<file path="src/rtl/tm_lif_pkg.sv">
// -----------------------------------------------------------------------------
// tm_lif_pkg
// Shared definitions for the time-multiplexed LIF neuron array:
//   - lif_state_e : sweep controller states (idle / update / done)
//   - idx_w()     : index width helper, never returns less than 1 bit
//   - sat_add()   : unsigned add clamped to the largest w-bit value
// -----------------------------------------------------------------------------
package tm_lif_pkg;

   typedef enum logic [1:0] {
      ST_IDLE   = 2'd0,
      ST_UPDATE = 2'd1,
      ST_DONE   = 2'd2
   } lif_state_e;

   // Bits needed to index n items; a 1-bit field is kept even for n <= 2.
   function automatic int idx_w(input int n);
      if (n > 2) begin
         return $clog2(n);
      end else begin
         return 1;
      end
   endfunction

   // Unsigned add of two operands; result clamped to 2^w-1 instead of wrapping.
   // The sum is formed one bit wider than the operands so the carry is never lost.
   function automatic logic [31:0] sat_add(input logic [31:0] a,
                                           input logic [31:0] b,
                                           input int          w);
      logic [32:0] sum_v;
      logic [32:0] max_v;
      sum_v = {1'b0, a} + {1'b0, b};
      max_v = (33'd1 << w) - 33'd1;
      if (sum_v > max_v) begin
         return max_v[31:0];
      end else begin
         return sum_v[31:0];
      end
   endfunction

endpackage

</file>
<file path="src/rtl/tm_lif_array_pe.sv">
// -----------------------------------------------------------------------------
// lif_pe
// Purely combinational single-neuron update, shared by every neuron of the
// array through time multiplexing.
// Ports:
//   state      in  current membrane state
//   cur        in  input current for this frame
//   thr        in  firing threshold
//   refr       in  remaining refractory frames
//   next_state out membrane state after this frame
//   next_r     out refractory count after this frame
//   spike      out neuron fired this frame
// -----------------------------------------------------------------------------
module lif_pe
   import tm_lif_pkg::*;
#(
   parameter int STATE_W       = 8,
   parameter int CUR_W         = 8,
   parameter int LEAK_SHIFT    = 1,
   parameter int REFRAC_FRAMES = 2,
   parameter int RW            = 2
) (
   input  logic [STATE_W-1:0] state,
   input  logic [CUR_W-1:0]   cur,
   input  logic [STATE_W-1:0] thr,
   input  logic [RW-1:0]      refr,
   output logic [STATE_W-1:0] next_state,
   output logic [RW-1:0]      next_r,
   output logic               spike
);

   logic [STATE_W-1:0] leaked_s;
   logic [STATE_W-1:0] sum_s;

   assign leaked_s = state >> LEAK_SHIFT;
   assign sum_s    = STATE_W'(sat_add(32'(cur), 32'(leaked_s), STATE_W));

   // Refractory hold takes priority; otherwise integrate, compare and fire.
   always_comb begin
      next_state = '0;
      next_r     = '0;
      spike      = 1'b0;
      if (refr != '0) begin
         next_state = '0;
         next_r     = refr - RW'(1);
         spike      = 1'b0;
      end else if (sum_s >= thr) begin
         next_state = '0;
         next_r     = RW'(REFRAC_FRAMES);
         spike      = 1'b1;
      end else begin
         next_state = sum_s;
         next_r     = '0;
         spike      = 1'b0;
      end
   end

endmodule

</file>
<file path="src/rtl/tm_lif_array.sv">
// -----------------------------------------------------------------------------
// tm_lif_array
// Time-multiplexed leaky-integrate-and-fire neuron array. A frame is accepted
// on in_valid && in_ready, then one neuron is updated per clock through a
// single lif_pe; the completed spike vector is published for one DONE cycle.
// Ports:
//   clk, rst_n        clock, synchronous active-low reset
//   in_valid/in_ready frame start handshake (ready only while idle)
//   current           per-neuron currents, neuron i at [i*CUR_W +: CUR_W]
//   cfg_we/addr/data  threshold write port, accepted in any state
//   rd_addr/rd_data   registered membrane-state readback (0 if out of range)
//   spike/spike_valid last completed frame's spikes, valid pulses in DONE
//   busy              high while a frame is in progress (UPDATE or DONE)
//   spike_cnt         popcount of spike; present only with TM_LIF_SPIKE_CNT_EN
// Build option: define TM_LIF_SPIKE_CNT_EN to add the spike_cnt output.
// -----------------------------------------------------------------------------
module tm_lif_array
   import tm_lif_pkg::*;
#(
   parameter int NUM_NEURONS   = 8,
   parameter int STATE_W       = 8,
   parameter int CUR_W         = 8,
   parameter int LEAK_SHIFT    = 1,
   parameter int REFRAC_FRAMES = 2,
   parameter int THR_INIT      = 127
) (
   input  logic                             clk,
   input  logic                             rst_n,
   input  logic                             in_valid,
   output logic                             in_ready,
   input  logic [NUM_NEURONS*CUR_W-1:0]     current,
   input  logic                             cfg_we,
   input  logic [idx_w(NUM_NEURONS)-1:0]    cfg_addr,
   input  logic [STATE_W-1:0]               cfg_data,
   input  logic [idx_w(NUM_NEURONS)-1:0]    rd_addr,
   output logic [STATE_W-1:0]               rd_data,
   output logic [NUM_NEURONS-1:0]           spike,
   output logic                             spike_valid,
   output logic                             busy
`ifdef TM_LIF_SPIKE_CNT_EN
   ,
   output logic [idx_w(NUM_NEURONS+1)-1:0]  spike_cnt
`endif
);

   localparam int IW = idx_w(NUM_NEURONS);
   localparam int RW = idx_w(REFRAC_FRAMES + 1);
   localparam int CW = idx_w(NUM_NEURONS + 1);

   lif_state_e                 fsm_r;
   logic [IW-1:0]              idx_r;
   logic [NUM_NEURONS*CUR_W-1:0] cur_buf_r;
   logic [STATE_W-1:0]         state_r [NUM_NEURONS];
   logic [STATE_W-1:0]         thr_r   [NUM_NEURONS];
   logic [RW-1:0]              refr_r  [NUM_NEURONS];
   logic [NUM_NEURONS-1:0]     shadow_r;
   logic [NUM_NEURONS-1:0]     spike_r;
   logic                       spike_valid_r;
   logic                       in_ready_r;
   logic                       busy_r;
   logic [STATE_W-1:0]         rd_data_r;

   logic [STATE_W-1:0]         pe_state_s;
   logic [CUR_W-1:0]           pe_cur_s;
   logic [STATE_W-1:0]         pe_thr_s;
   logic [RW-1:0]              pe_refr_s;
   logic [STATE_W-1:0]         pe_next_state_s;
   logic [RW-1:0]              pe_next_r_s;
   logic                       pe_spike_s;
   logic [NUM_NEURONS-1:0]     shadow_next_s;
   logic                       accept_s;
   logic                       last_idx_s;
   logic                       cfg_ok_s;
   logic                       rd_ok_s;

   assign accept_s   = in_valid && in_ready_r;
   assign last_idx_s = (idx_r == IW'(NUM_NEURONS - 1));
   // Widened by one bit so the range check stays meaningful for any size.
   assign cfg_ok_s   = ({1'b0, cfg_addr} < (IW+1)'(NUM_NEURONS));
   assign rd_ok_s    = ({1'b0, rd_addr}  < (IW+1)'(NUM_NEURONS));

   // Select the operands of the neuron currently being swept.
   always_comb begin
      pe_state_s = state_r[idx_r];
      pe_cur_s   = cur_buf_r[idx_r*CUR_W +: CUR_W];
      pe_thr_s   = thr_r[idx_r];
      pe_refr_s  = refr_r[idx_r];
   end

   lif_pe #(
      .STATE_W       (STATE_W),
      .CUR_W         (CUR_W),
      .LEAK_SHIFT    (LEAK_SHIFT),
      .REFRAC_FRAMES (REFRAC_FRAMES),
      .RW            (RW)
   ) u_pe (
      .state      (pe_state_s),
      .cur        (pe_cur_s),
      .thr        (pe_thr_s),
      .refr       (pe_refr_s),
      .next_state (pe_next_state_s),
      .next_r     (pe_next_r_s),
      .spike      (pe_spike_s)
   );

   // Shadow vector including the bit being produced this cycle, so the last
   // neuron's result is part of the copy made on entry to DONE.
   always_comb begin
      shadow_next_s        = shadow_r;
      shadow_next_s[idx_r] = pe_spike_s;
   end

   // Sweep controller: handshake, neuron index and spike publication.
   always_ff @(posedge clk) begin
      if (!rst_n) begin
         fsm_r         <= ST_IDLE;
         idx_r         <= '0;
         cur_buf_r     <= '0;
         shadow_r      <= '0;
         spike_r       <= '0;
         spike_valid_r <= 1'b0;
         in_ready_r    <= 1'b1;
         busy_r        <= 1'b0;
      end else begin
         case (fsm_r)
            ST_IDLE: begin
               spike_valid_r <= 1'b0;
               if (accept_s) begin
                  cur_buf_r  <= current;
                  idx_r      <= '0;
                  shadow_r   <= '0;
                  in_ready_r <= 1'b0;
                  busy_r     <= 1'b1;
                  fsm_r      <= ST_UPDATE;
               end
            end
            ST_UPDATE: begin
               shadow_r <= shadow_next_s;
               if (last_idx_s) begin
                  spike_r       <= shadow_next_s;
                  spike_valid_r <= 1'b1;
                  idx_r         <= '0;
                  fsm_r         <= ST_DONE;
               end else begin
                  idx_r <= idx_r + IW'(1);
               end
            end
            ST_DONE: begin
               spike_valid_r <= 1'b0;
               in_ready_r    <= 1'b1;
               busy_r        <= 1'b0;
               fsm_r         <= ST_IDLE;
            end
            default: begin
               spike_valid_r <= 1'b0;
               in_ready_r    <= 1'b1;
               busy_r        <= 1'b0;
               idx_r         <= '0;
               fsm_r         <= ST_IDLE;
            end
         endcase
      end
   end

   // Per-neuron storage: state/refractory written back by the sweep, thresholds
   // by the config port. The sweep reads thr_r before this edge's write lands.
   always_ff @(posedge clk) begin
      if (!rst_n) begin
         for (int i = 0; i < NUM_NEURONS; i++) begin
            state_r[i] <= '0;
            refr_r[i]  <= '0;
            thr_r[i]   <= STATE_W'(THR_INIT);
         end
      end else begin
         if (fsm_r == ST_UPDATE) begin
            state_r[idx_r] <= pe_next_state_s;
            refr_r[idx_r]  <= pe_next_r_s;
         end
         if (cfg_we && cfg_ok_s) begin
            thr_r[cfg_addr] <= cfg_data;
         end
      end
   end

   // Registered readback; samples the pre-update value on a colliding edge.
   always_ff @(posedge clk) begin
      if (!rst_n) begin
         rd_data_r <= '0;
      end else if (rd_ok_s) begin
         rd_data_r <= state_r[rd_addr];
      end else begin
         rd_data_r <= '0;
      end
   end

`ifdef TM_LIF_SPIKE_CNT_EN
   logic [CW-1:0] cnt_s;
   logic [CW-1:0] spike_cnt_r;

   // Population count of the frame being published.
   always_comb begin
      cnt_s = '0;
      for (int i = 0; i < NUM_NEURONS; i++) begin
         cnt_s = cnt_s + CW'(shadow_next_s[i]);
      end
   end

   // Count register, updated together with spike_r.
   always_ff @(posedge clk) begin
      if (!rst_n) begin
         spike_cnt_r <= '0;
      end else if ((fsm_r == ST_UPDATE) && last_idx_s) begin
         spike_cnt_r <= cnt_s;
      end
   end

   assign spike_cnt = spike_cnt_r;
`endif

   assign in_ready    = in_ready_r;
   assign busy        = busy_r;
   assign spike       = spike_r;
   assign spike_valid = spike_valid_r;
   assign rd_data     = rd_data_r;

endmodule
</file>
<file path="config.mk">
export PLATFORM = sky130hd
export DESIGN_NAME = tm_lif_array
export DESIGN_NICKNAME = d
export VERILOG_FILES = /design/src/rtl/tm_lif_pkg.sv /design/src/rtl/tm_lif_array_pe.sv /design/src/rtl/tm_lif_array.sv
export SDC_FILE = /design/constraint.sdc
export NUM_CORES = 1
export LEC_CHECK = 0
export ABC_AREA = 1
export ABC_CLOCK_PERIOD_IN_PS = 9650
export CORE_MARGIN = 10
export CORE_UTILIZATION = 62
export DETAILED_ROUTE_END_ITERATION = 10
export GPL_TIMING_DRIVEN = 0
export PLACE_DENSITY_LB_ADDON = 0.2
export SYNTH_ARGS = -nofsm -noshare
export SYNTH_HDL_FRONTEND = slang
export SYNTH_SLANG_ARGS = --single-unit
</file>
<file path="constraint.sdc">
create_clock -name clk -period 9.65 [get_ports clk]
set_input_delay 2.4125 -clock clk [delete_from_list [all_inputs] [get_ports clk]]
set_output_delay 2.4125 -clock clk [all_outputs]
set_load 0.005 [all_outputs]
</file>
==> results.md, run 1 <==
* Status: finished clean
* Critical path buffer and inverter count at 3
* Hold crit path type: reg2reg
* Core area at between 15000 and 20000 µm²
* Synth-to-Final Area Change at 17.9%
* CP endpoint kind: flop
* Gr ovfl total at 0
* Sink Count at 243
* Post-synthesis sequential area ratio at between 50% and 60%
* Post-layout nets at approximately 1500
* Commonest non-fill, non-tap cell in the layout: nor2_1
* H-tree levels at 1
* DRC Markers at 0
* Largest net degree at the start of global routing at 15
* Post-DRT Antenna Nets at 0
* Peak Freq at roughly 0.18 GHz
* Die ar. at roughly 24000 µm²
* Synth top area share at between 30% and 40%
* Seq cells post-synth at approximately 240
* PostCTS Resize Cnt at 0
* EDFF count, synth at roughly 140
* Fin crit share at 58.1%
* Vias in the first global route at roughly 10000
* Crit-path most repeated cell: nand2_1
* PnR Total Power at ~0.0026 W
* Worst-Skew Late Latency at 0.53 ns
* Crit path time final at 5.60 ns
* DR WL/cell at approximately 19 µm
* Drt via density at approximately 6
* Iteration-0 DRC Markers at 1177
* First-pass GRT wire length at approximately 50000 µm
* Syn_area_per_cell at about 8.6 µm²
* Top cell type by total area after synthesis: edfxtp_1
* Worst EP required at 9.91 ns
* Syn nets at around 1400
* Setup violators final at 0
* RSZ-0062 raised after global routing: no
* I/O Buffers at 98
* Root Driver: clkbuf_16
* I/O Pins at between 100 and 150
* Final wirelength at between 30000 and 40000 µm
* Clk slew on worst S/H paths at about 0.07 ns
* Starting density of the core at between 60 and 70%
* Clock Tree Buf Depth at 3
* Setup TNS Final at 0 ns
* Die W at between 150 and 200 µm
* Leak at about 5.1 nW
* Post-Synthesis Cells at roughly 1300
* Std cell rows at between 40 and 50
* Commonest cells after routing, fill and taps aside: 254 x nor2_1, 212 x nand2_1, 187 x o21ai_0
* Pwr Density at around 190 nW/µm²
* VDD IR-drop max at between 0.15 and 0.2 mV
* Max cap viols at 0
* Slew Limit Headroom at between 40 and 50%
* Post-CTS Hold Fix Bufs at 0
* DR vias at between 10000 and 15000
* Warning count from the yosys run at 0
* CTS tree: yes
* Initial antenna violation count at 0
* CP arrival at 5.86 ns
* Chip height at 155 µm
* Worst slew pin tran at between 0.8 and 0.9 ns
* Layout cells sized above 1 at between 4 and 5%
* DR pass1 iterations at 5
* Final HPWL DP at approximately 23000 µm
* Routability cong. at 0.905
* Slowest cell delay on critical path at approximately 0.51 ns
* Cts bufs inserted at 24
* Postcts setup bufs at 0
* Main area contributors after synthesis: edfxtp_1 38%, dfxtp_1 17%, nor2_1 8.4%
* Startpoint types: flop
* GR Util All Layers at between 20% and 30%
* Max Slew Vio Count at 0
* Final Hold Fails at 0
* Ys flop type: edfxtp_1
* Synth unique cells at 39
* Fillers at approximately 1300
* ANT cells at 0
* Crit Path Class: reg2reg
* Mapped Area at 11400 µm²
* Clock Skew at roughly 0.018 ns
* CP top delay family: simple AND/OR/NAND/NOR gates
* CP max stage cell: clkbuf_1
* CP Max Fanout at 10
* Async S/R FF share, synth at 0%
-- state kept, by name (all words and copies together), names as in the netlist, named ones only --
| name | cells |
|---|---|
| state_r | 64 |
| rd_data | 8 |
| spike_valid | 1 |
| busy | 1 |
| idx_r | 3 |
| fsm_r | 2 |
| refr_r | 16 |
| spike | 8 |
| shadow_r | 8 |
| in_ready | 1 |
| thr_r | 64 |
| cur_buf_r | 64 |
-- routing by layer --
layer / up-vias / part of all wire (%) / routed length (µm) / global-route usage (%)
met4: 0 / 3.3 / 1090 / 10.3
met1: 4661 / 39 / 12800 / 33.7
met3: 82 / 9.8 / 3220 / 4.25
li1: 4730 / - / - / -
met5: - / 0 / 0 / 0
met2: 586 / 48 / 15600 / 43.1
-- worst paths after layout --
kind / startpoint / endpoint / slack (ns) / depth (start not counted)
max: flop / refr_r[5][1] / 4.05 / 25
min: cur_buf_r[56] / cur_buf_r[56] / 0.46 / 2
max reg2reg: flop / refr_r[5][1] / 4.05 / 25
min reg2reg: cur_buf_r[56] / cur_buf_r[56] / 0.46 / 2
-- cell usage after synthesis, drive strengths merged, types with 3 or more instances --
library cell	count
clkinv	3
inv	118
o21a	11
a221oi	11
a31oi	15
nand2	223
nand3	31
o211ai	18
a22oi	3
dfxtp	99
o22ai	16
clkbuf	60
buf	12
nor2	256
o221ai	7
nor3	3
a21oi	63
ha	17
or2	3
edfxtp	144
nand4	11
o21ai	189
-- worst reg2reg max path, cell delays in order, from the launching register on --
cell	delay, ns
dfxtp_1	0.46
clkbuf_1	0.41
clkbuf_1	0.51
o21ai_0	0.17
o21ai_0	0.17
a21oi_1	0.10
a31oi_1	0.41
ha_1	0.37
nand2_1	0.09
nor3_1	0.04
nand2_1	0.06
nand3_1	0.13
nand2_1	0.09
nand2_1	0.05
nand2_1	0.20
o21ai_0	0.27
ha_1	0.37
nand2_1	0.07
inv_1	0.05
nand2_1	0.05
nand2_1	0.05
nand2_1	0.06
nand3_1	0.38
nand3_1	0.31
o21a_1	0.39
nor2_1	0.09
-- through the flow --
stage | setup slack (ns) | utilization (%) | cell area (µm²) | hold WS, ns | instances
final | 4.05 | 74.4 | 13400 | 0.456 | 1694
after global routing | 3.69 | 74.4 | 13400 | 0.474 | 1694
after CTS | 4.18 | 74.4 | 13400 | 0.455 | 1694
after detailed placement | 4.20 | 70.2 | 12600 | 0.447 | 1650
after global placement | 4.29 | 70.2 | 12600 | 0.440 | 1650
after floorplan | 5.54 | - | 11400 | 0.425 | 1323
-- report_power, final --
group          total, W  internal [W]  leakage, nW  switching [W]
registers       0.00119       0.00116         2.28      0.0000266
logic          0.000440      0.000142         2.47       0.000297
clock network  0.000927      0.000537        0.374       0.000390
-- kinds of logic after synthesis --
kind of cell	share of synthesized area [%]
AND/OR/NAND/NOR	19.0
flip-flops	55.4
XOR/XNOR	0.308
adder cells (fa/ha/maj)	2.05
AO/OA/AOI/OAI	16.7
buffers and inverters	6.56
-- final cells by class --
type / instances / area (µm²) / share of cell area (%)
inverters: 121 / 454 / 3.39
clock buffers: 34 / 671 / 5.00
multi-input cells: 887 / 4330 / 32.3
flip-flops and latches: 243 / 6310 / 47.0
well taps: 229 / 287 / 2.14
repair buffers: 98 / 981 / 7.31
clock inverters: 10 / 97.6 / 0.727
plain buffers: 72 / 293 / 2.18
No activity file was read; power rests on OpenSTA's default activity.
==> inputs of run 2 (changes only) <==
--- a/config.mk
+++ b/config.mk
@@ -6,9 +6,9 @@
 export NUM_CORES = 1
 export LEC_CHECK = 0
 export ABC_AREA = 1
-export ABC_CLOCK_PERIOD_IN_PS = 9650
+export ABC_CLOCK_PERIOD_IN_PS = 5700
 export CORE_MARGIN = 10
-export CORE_UTILIZATION = 62
+export CORE_UTILIZATION = 58
 export DETAILED_ROUTE_END_ITERATION = 10
 export GPL_TIMING_DRIVEN = 0
 export PLACE_DENSITY_LB_ADDON = 0.2
==> constraint.sdc (replaced) <==
create_clock -name clk -period 5.7 [get_ports clk]
set_input_delay 1.425 -clock clk [delete_from_list [all_inputs] [get_ports clk]]
set_output_delay 1.425 -clock clk [all_outputs]
set_load 0.005 [all_outputs]
==> run 2 against run 1 <==
- worst hold slack got worse by 0.0028 ns
- sequential share of layout area decreased by 0.24 points
- final cell count increased by 2.2%
- routed wire length decreased by 4.2%
- non-clock buffer count unchanged
- first-iteration DRC count decreased by 21%
- total power increased by 69%
- global-route usage decreased by 2.5 points
- clock power increased by 69%
- flip-flop and latch count unchanged
- design area increased by 0.51%
- die area increased by 6.0%
- critical path type unchanged
- critical endpoint is now refr_r[0][1]
==> results.md, run 2 (same netlist as run 1, synthesis figures left out) <==
* DR WL/cell at approximately 18 µm
* First-pass GRT wire length at 49600 µm
* Initial antenna violation count at 0
* DR vias at slightly below 10000
* Psw at 0.00119 W
* Max cap viols at 0
* Root Driver: clkbuf_16
* Commonest non-fill, non-tap cell in the layout: nor2_1
* Startpoint types: flop
* Final Hold Fails at 0
* Crit Path Class: reg2reg
* Drt via density at ~5.7
* Met2 Wirelength at roughly 15000 µm
* Layout cells sized above 1 at under 10%
* Top Metal Used: met4
* Std cell rows at 51
* Setup violators final at 0
* CTS tree: yes
* Reg-to-Reg End: refr_r[0][1]
* Post-layout nets at approximately 1500
* DRC Markers at 0
* Pwr Density at approximately 320 nW/µm²
* Fin area at between 10000 and 15000 µm²
* Status: finished clean
* Met1 Wirelength at between 10000 and 15000 µm
* Iteration-0 DRC Markers at 928
* Gr ovfl total at 0
* Combinational Power Share at 17.1%
* DR pass1 iterations at 6
* CP max stage cell: dfxtp_1
* CP Max Fanout at 10
* Final HPWL DP at between 20000 and 25000 µm
* Leak at 5.15 nW
* Worst-Skew Late Latency at 0.52 ns
* Starting density of the core at about three fifths
* Fin crit share at about nine tenths
* Worst Hold Depth at 2
* Cts bufs inserted at 25
* Synth-to-Final Area Change at 18.5%
* Core area at between 15000 and 20000 µm²
* I/O Pins at 101
* Clk slew on worst S/H paths at ~0.06 ns
* Post-CTS Hold Fix Bufs at 0
* Commonest cells after routing, fill and taps aside: 254 x nor2_1, 212 x nand2_1, 187 x o21ai_0
* Flop pwr share at a little under half
* Endpoint, Worst Hold: cur_buf_r[5]
* Worst slew pin tran at ~0.85 ns
* CP arrival at about 5.4 ns
* Worst-path cell chain: clkbuf_1 -> clkbuf_2 -> o21ai_0 -> o21ai_0 -> a21oi_1 -> a31oi_1 -> ha_1 -> nand2_1 -> nor3_1 -> nand2_1 -> nand3_1 -> nand2_1 -> nand2_1 -> nand2_1 -> nand3_1 -> ha_1 -> a21o_1 -> nor2_1 -> nand3_2 -> nand3_1 -> o21a_1 -> nor2_1
* Worst EP required at between 5 and 6 ns
* Final wirelength at approximately 31000 µm
* CP endpoint kind: flop
* Post-DRT Antenna Nets at 0
* Fin util at 69.5%
* Die W at between 150 and 200 µm
* Routability cong. at ~0.93
* R2r setup slk at around 0.53 ns
* Clock Tree Buf Depth at 3
* Slew Limit Headroom at between 40% and 50%
* Crit path time final at just over 5 ns
* Largest net degree at the start of global routing at 15
* Slowest cell delay on critical path at 0.45 ns
* Vias in the first global route at between 9000 and 10000
* PnR Total Power at 0.00432 W
* Reg2Reg Depth at 22
* Setup TNS Final at 0 ns
* DP Area at roughly 13000 µm²
* I/O Buffers at 98
* Clk pwr share at approximately 36%
* Crit-path most repeated cell: nand2_1
* ANT cells at 0
* VDD IR-drop max at 0.233 mV
* Min-delay src: cur_buf_r[5]
* Chip height at 160 µm
* Sw frac at approximately 28%
* H-tree levels at 1
* DR WL met3 at around 2900 µm
* GR Util All Layers at between 20% and 30%
* RSZ-0062 raised after global routing: no
* Hold crit path type: reg2reg
* Die ar. at about 26000 µm²
* Sink Count at about 240
* Max Slew Vio Count at 0
* Int Power at ~0.0031 W
* Peak Freq at 0.194 GHz
* Top flop regs: cur_buf_r x64, state_r x64, thr_r x64
* Clock Skew at approximately 0.012 ns
[run 2: cell types whose count changed in the layout (fill, tap and decap cells not counted)]
| cell | before | now |
|---|---|---|
| inv_4 | 0 | 1 |
| clkbuf_1 | 67 | 69 |
| nand3_2 | 1 | 2 |
| clkinv_1 | 7 | 3 |
| clkinv_2 | 3 | 2 |
| bufinv_16 | 2 | 1 |
| nand3_1 | 30 | 29 |
| clkinvlp_4 | 1 | 0 |
| clkbuf_8 | 1 | 3 |
| clkbuf_16 | 25 | 26 |
| clkbuf_2 | 1 | 3 |
[run 2: through the flow]
step                      instances  hold WS [ns]  setup slack [ns]
after floorplan                1323         0.425              1.59
after global placement         1686         0.438             0.393
after detailed placement       1686         0.446             0.392
after CTS                      1731         0.455             0.344
after global routing           1731         0.469             0.118
final                          1731         0.453             0.533
[run 2: per-layer routing]
metal | vias up | track usage [%]
met4 | 0 | 10.2
met3 | 84 | 5.04
li1 | 4731 | -
met2 | 488 | 38.7
met5 | - | 0
met1 | 4587 | 29.7
[run 2: power groups by stage]
stage / Clock, W / Combinational, W / Sequential [W]
after global routing: 0.00165 / 0.000816 / 0.00202
after detailed placement: 0 / 0.000718 / 0.00205
after global placement: 0 / 0.000705 / 0.00204
after CTS: 0.00157 / 0.000725 / 0.00201
after floorplan: 0 / 0.000472 / 0.00203
final: 0.00157 / 0.000737 / 0.00201
[run 2: critical path, delay by kind of cell (launching register included)]
| family | cells | cell delay, ns |
|---|---|---|
| buffers and inverters | 2 | 0.72 |
| AOI/OAI and AO/OA | 6 | 1.38 |
| and+or+nand+nor | 12 | 1.58 |
| DFF | 1 | 0.45 |
| adders and majority gates | 2 | 0.74 |
[run 2: repair_timing]
item                                    in CTS  in global routing
resized for setup                            0                  7
endpoints found under the setup margin       0                 36
buffers inserted                             0                  0
[run 2: layout make-up]
class | count | area [µm²]
clock inverters | 4 | 46.3
fillers | 1602 | 5910
well taps | 265 | 332
clock buffers | 41 | 737
plain buffers | 72 | 297
flip-flops and latches | 243 | 6310
repair buffers | 98 | 981
inverters | 121 | 454
multi-input cells | 887 | 4330
[run 2: how the worst max path moves through the flow]
stage / start / to
3_5_place_dp: flop / refr_r[1][1]
6_report: flop / refr_r[0][1]
2_1_floorplan: flop / refr_r[6][1]
5_1_grt: idx_r[2] / refr_r[6][1]
3_3_place_gp: flop / refr_r[5][1]
4_1_cts: flop / refr_r[0][1]
==> inputs of run 3 (changes only) <==
--- a/config.mk
+++ b/config.mk
@@ -8,10 +8,11 @@
 export ABC_AREA = 1
 export ABC_CLOCK_PERIOD_IN_PS = 5700
 export CORE_MARGIN = 10
-export CORE_UTILIZATION = 58
+export CORE_UTILIZATION = 59
 export DETAILED_ROUTE_END_ITERATION = 10
 export GPL_TIMING_DRIVEN = 0
 export PLACE_DENSITY_LB_ADDON = 0.2
 export SYNTH_ARGS = -nofsm -noshare
 export SYNTH_HDL_FRONTEND = slang
+export SYNTH_HIERARCHICAL = 1
 export SYNTH_SLANG_ARGS = --single-unit
==> run 3 against run 2 <==
- total power up 6.7%
- sequential share of layout area is 3.4 points lower
- global-route usage grew 1.2 points
- register-to-register slack gained 0.60 ns
- non-clock buffer count increased by 14
- highest routed layer unchanged
- design area up 7.8%
- first-iteration DRC count increased by 27%
- via count grew 13%
- worst hold slack improved by 0.0083 ns
- largest cell class unchanged
- routed wire length grew 7.7%
- final cell count increased by 19%
==> results.md, run 3 <==
* Die ar. at about 27000 µm²
* Commonest non-fill, non-tap cell in the layout: nand2_1
* CP endpoint kind: flop
* Clock Skew at 0.0116 ns
* Final wirelength at 33800 µm
* I/O Buffers at 96
* Setup TNS Final at 0 ns
* DR pass1 iterations at 6
* CTS tree: yes
* Max Slew Vio Count at 0
* Iteration-0 DRC Markers at about 1200
* RSZ-0062 raised after global routing: no
* Slew Limit Headroom at 47.3%
* Worst slew pin tran at slightly below 0.8 ns
* I/O Pins at slightly above 100
* Post-Synthesis Cells at between 1500 and 2000
* Layout cells sized above 1 at ~7.0%
* Sink Count at about 240
* ANT cells at 0
* Commonest cells after routing, fill and taps aside: 525 x nand2_1, 341 x nor2_1, 157 x inv_1
* Final HPWL DP at 24400 µm
* First-pass GRT wire length at 53900 µm
* Syn_area_per_cell at about 7.5 µm²
* Peak Freq at 0.219 GHz
* CP arrival at 5.03 ns
* DRC Markers at 0
* R2r setup slk at around 1.1 ns
* CP Max Fanout at 9
* Post-DRT Antenna Nets at 0
* Clock Tree Buf Depth at 3
* Initial antenna violation count at 0
* Mapped Area at 12300 µm²
* Die W at between 150 and 200 µm
* Crit path time final at 4.57 ns
* Worst EP required at approximately 6.2 ns
* Warning count from the yosys run at 6
* Leak at 6.43 nW
* Final Hold Fails at 0
* H-tree levels at 1
* Fin area at 14500 µm²
* PostCTS Resize Cnt at 0
* Starting density of the core at between 60% and 70%
* Largest net degree at the start of global routing at 14
* Chip height at 165 µm
* Worst-Skew Late Latency at 0.53 ns
* Syn nets at ~1800
* Hold crit path type: reg2reg
* Crit Path Class: reg2reg
* Max cap viols at 0
* Routability cong. at a little over 0.9
* Status: finished clean
* Drt via density at 5.40
* Clk slew on worst S/H paths at 0.06 ns
* Cts bufs inserted at 26
* Gr ovfl total at 0
* DP Area at between 10000 and 15000 µm²
* Startpoint types: flop
* Fin crit share at between 80% and 90%
* Vias in the first global route at 10800
* Post-CTS Hold Fix Bufs at 0
* GR Util All Layers at between 20 and 25%
* VDD IR-drop max at between 0.2 and 0.25 mV
* Root Driver: clkbuf_16
* Synth-to-Final Area Change at 17.8%
* Core area at ~20000 µm²
* Top flop regs: cur_buf_r x64, state_r x64, thr_r x64
* Fin util at 71.2%
* DR vias at around 11000
* Std cell rows at 52
* Post-layout nets at 1874
* Setup violators final at 0
* Postcts setup bufs at 0
* Pwr Density at approximately 320 nW/µm²
* DR WL/cell at 16.4 µm
## run 3: cell types whose count changed in the layout (fill, tap and decap cells not counted), sizes merged, moves of 7 or more
cell,previous run,this run
o21ai,189,130
nand3,31,64
nand2,223,529
inv,119,167
a221oi,11,0
a21oi,63,21
buf,12,61
clkbuf,101,73
a31oi,15,0
nor2,256,346
o221ai,7,0
o22ai,16,0
## run 3: per-layer routing
metal  share of wire, %  track usage [%]  vias to the layer above  wire, µm
li1                   -                -                     5449         -
met1                 39             31.3                     5035     13300
met2                 47             41.7                      561     15900
met3                9.3             3.76                       98      3140
met4                4.2             11.0                        0      1430
met5                  0                0                        -         0
## run 3: worst paths after layout
check | startpoint | to | cells past startpoint
worst min-delay path | shadow_r[5] | shadow_r[5] | 2
worst max register to register | flop | shadow_r[1] | 27
worst min register to register | shadow_r[5] | shadow_r[5] | 2
worst max-delay path | flop | shadow_r[1] | 27
## run 3: report_power, final
part	internal, W	total, W	switching [W]
Sequential	0.00197	0.00201	0.0000460
Clock	0.00106	0.00173	0.000673
Combinational	0.000284	0.000869	0.000585
## run 3: final cells by class
class                   instances  area [µm²]
repair buffers                 96         961
inverters                     168         633
plain buffers                  88         428
clock buffers                  46         858
flip-flops and latches        243        6310
multi-input cells            1150        4980
well taps                     270         338
clock inverters                 2        35.0
fillers                      1652        5890
## run 3: per-stage QoR
| stage | hold slack, ns | total power (W) | std cells | worst slack (ns) |
|---|---|---|---|---|
| floorplan | 0.428 | 0.00260 | 1649 | 2.20 |
| global placement | 0.439 | 0.00287 | 2015 | 1.25 |
| detailed placement | 0.448 | 0.00289 | 2015 | 1.20 |
| CTS | 0.463 | 0.00460 | 2063 | 1.16 |
| global route | 0.505 | 0.00480 | 2063 | 0.772 |
| finish | 0.461 | 0.00461 | 2063 | 1.13 |
## run 3: critical path, stage by stage (launching register included)
cell	delay [ns]
dfxtp_1	0.31
buf_2	0.26
buf_1	0.51
o211ai_1	0.18
nand2_1	0.15
nand2_1	0.06
nand2_1	0.10
ha_1	0.21
inv_1	0.06
fa_1	0.38
inv_1	0.11
nand3_1	0.10
nand4_1	0.08
nand2_1	0.07
nor2_1	0.17
inv_1	0.07
ha_1	0.27
nand2_1	0.06
nor2_1	0.15
nand2_1	0.10
nand3_1	0.10
nand2_1	0.07
inv_1	0.08
clkbuf_1	0.33
inv_1	0.14
nand3_1	0.14
nand3_1	0.08
a21oi_1	0.13
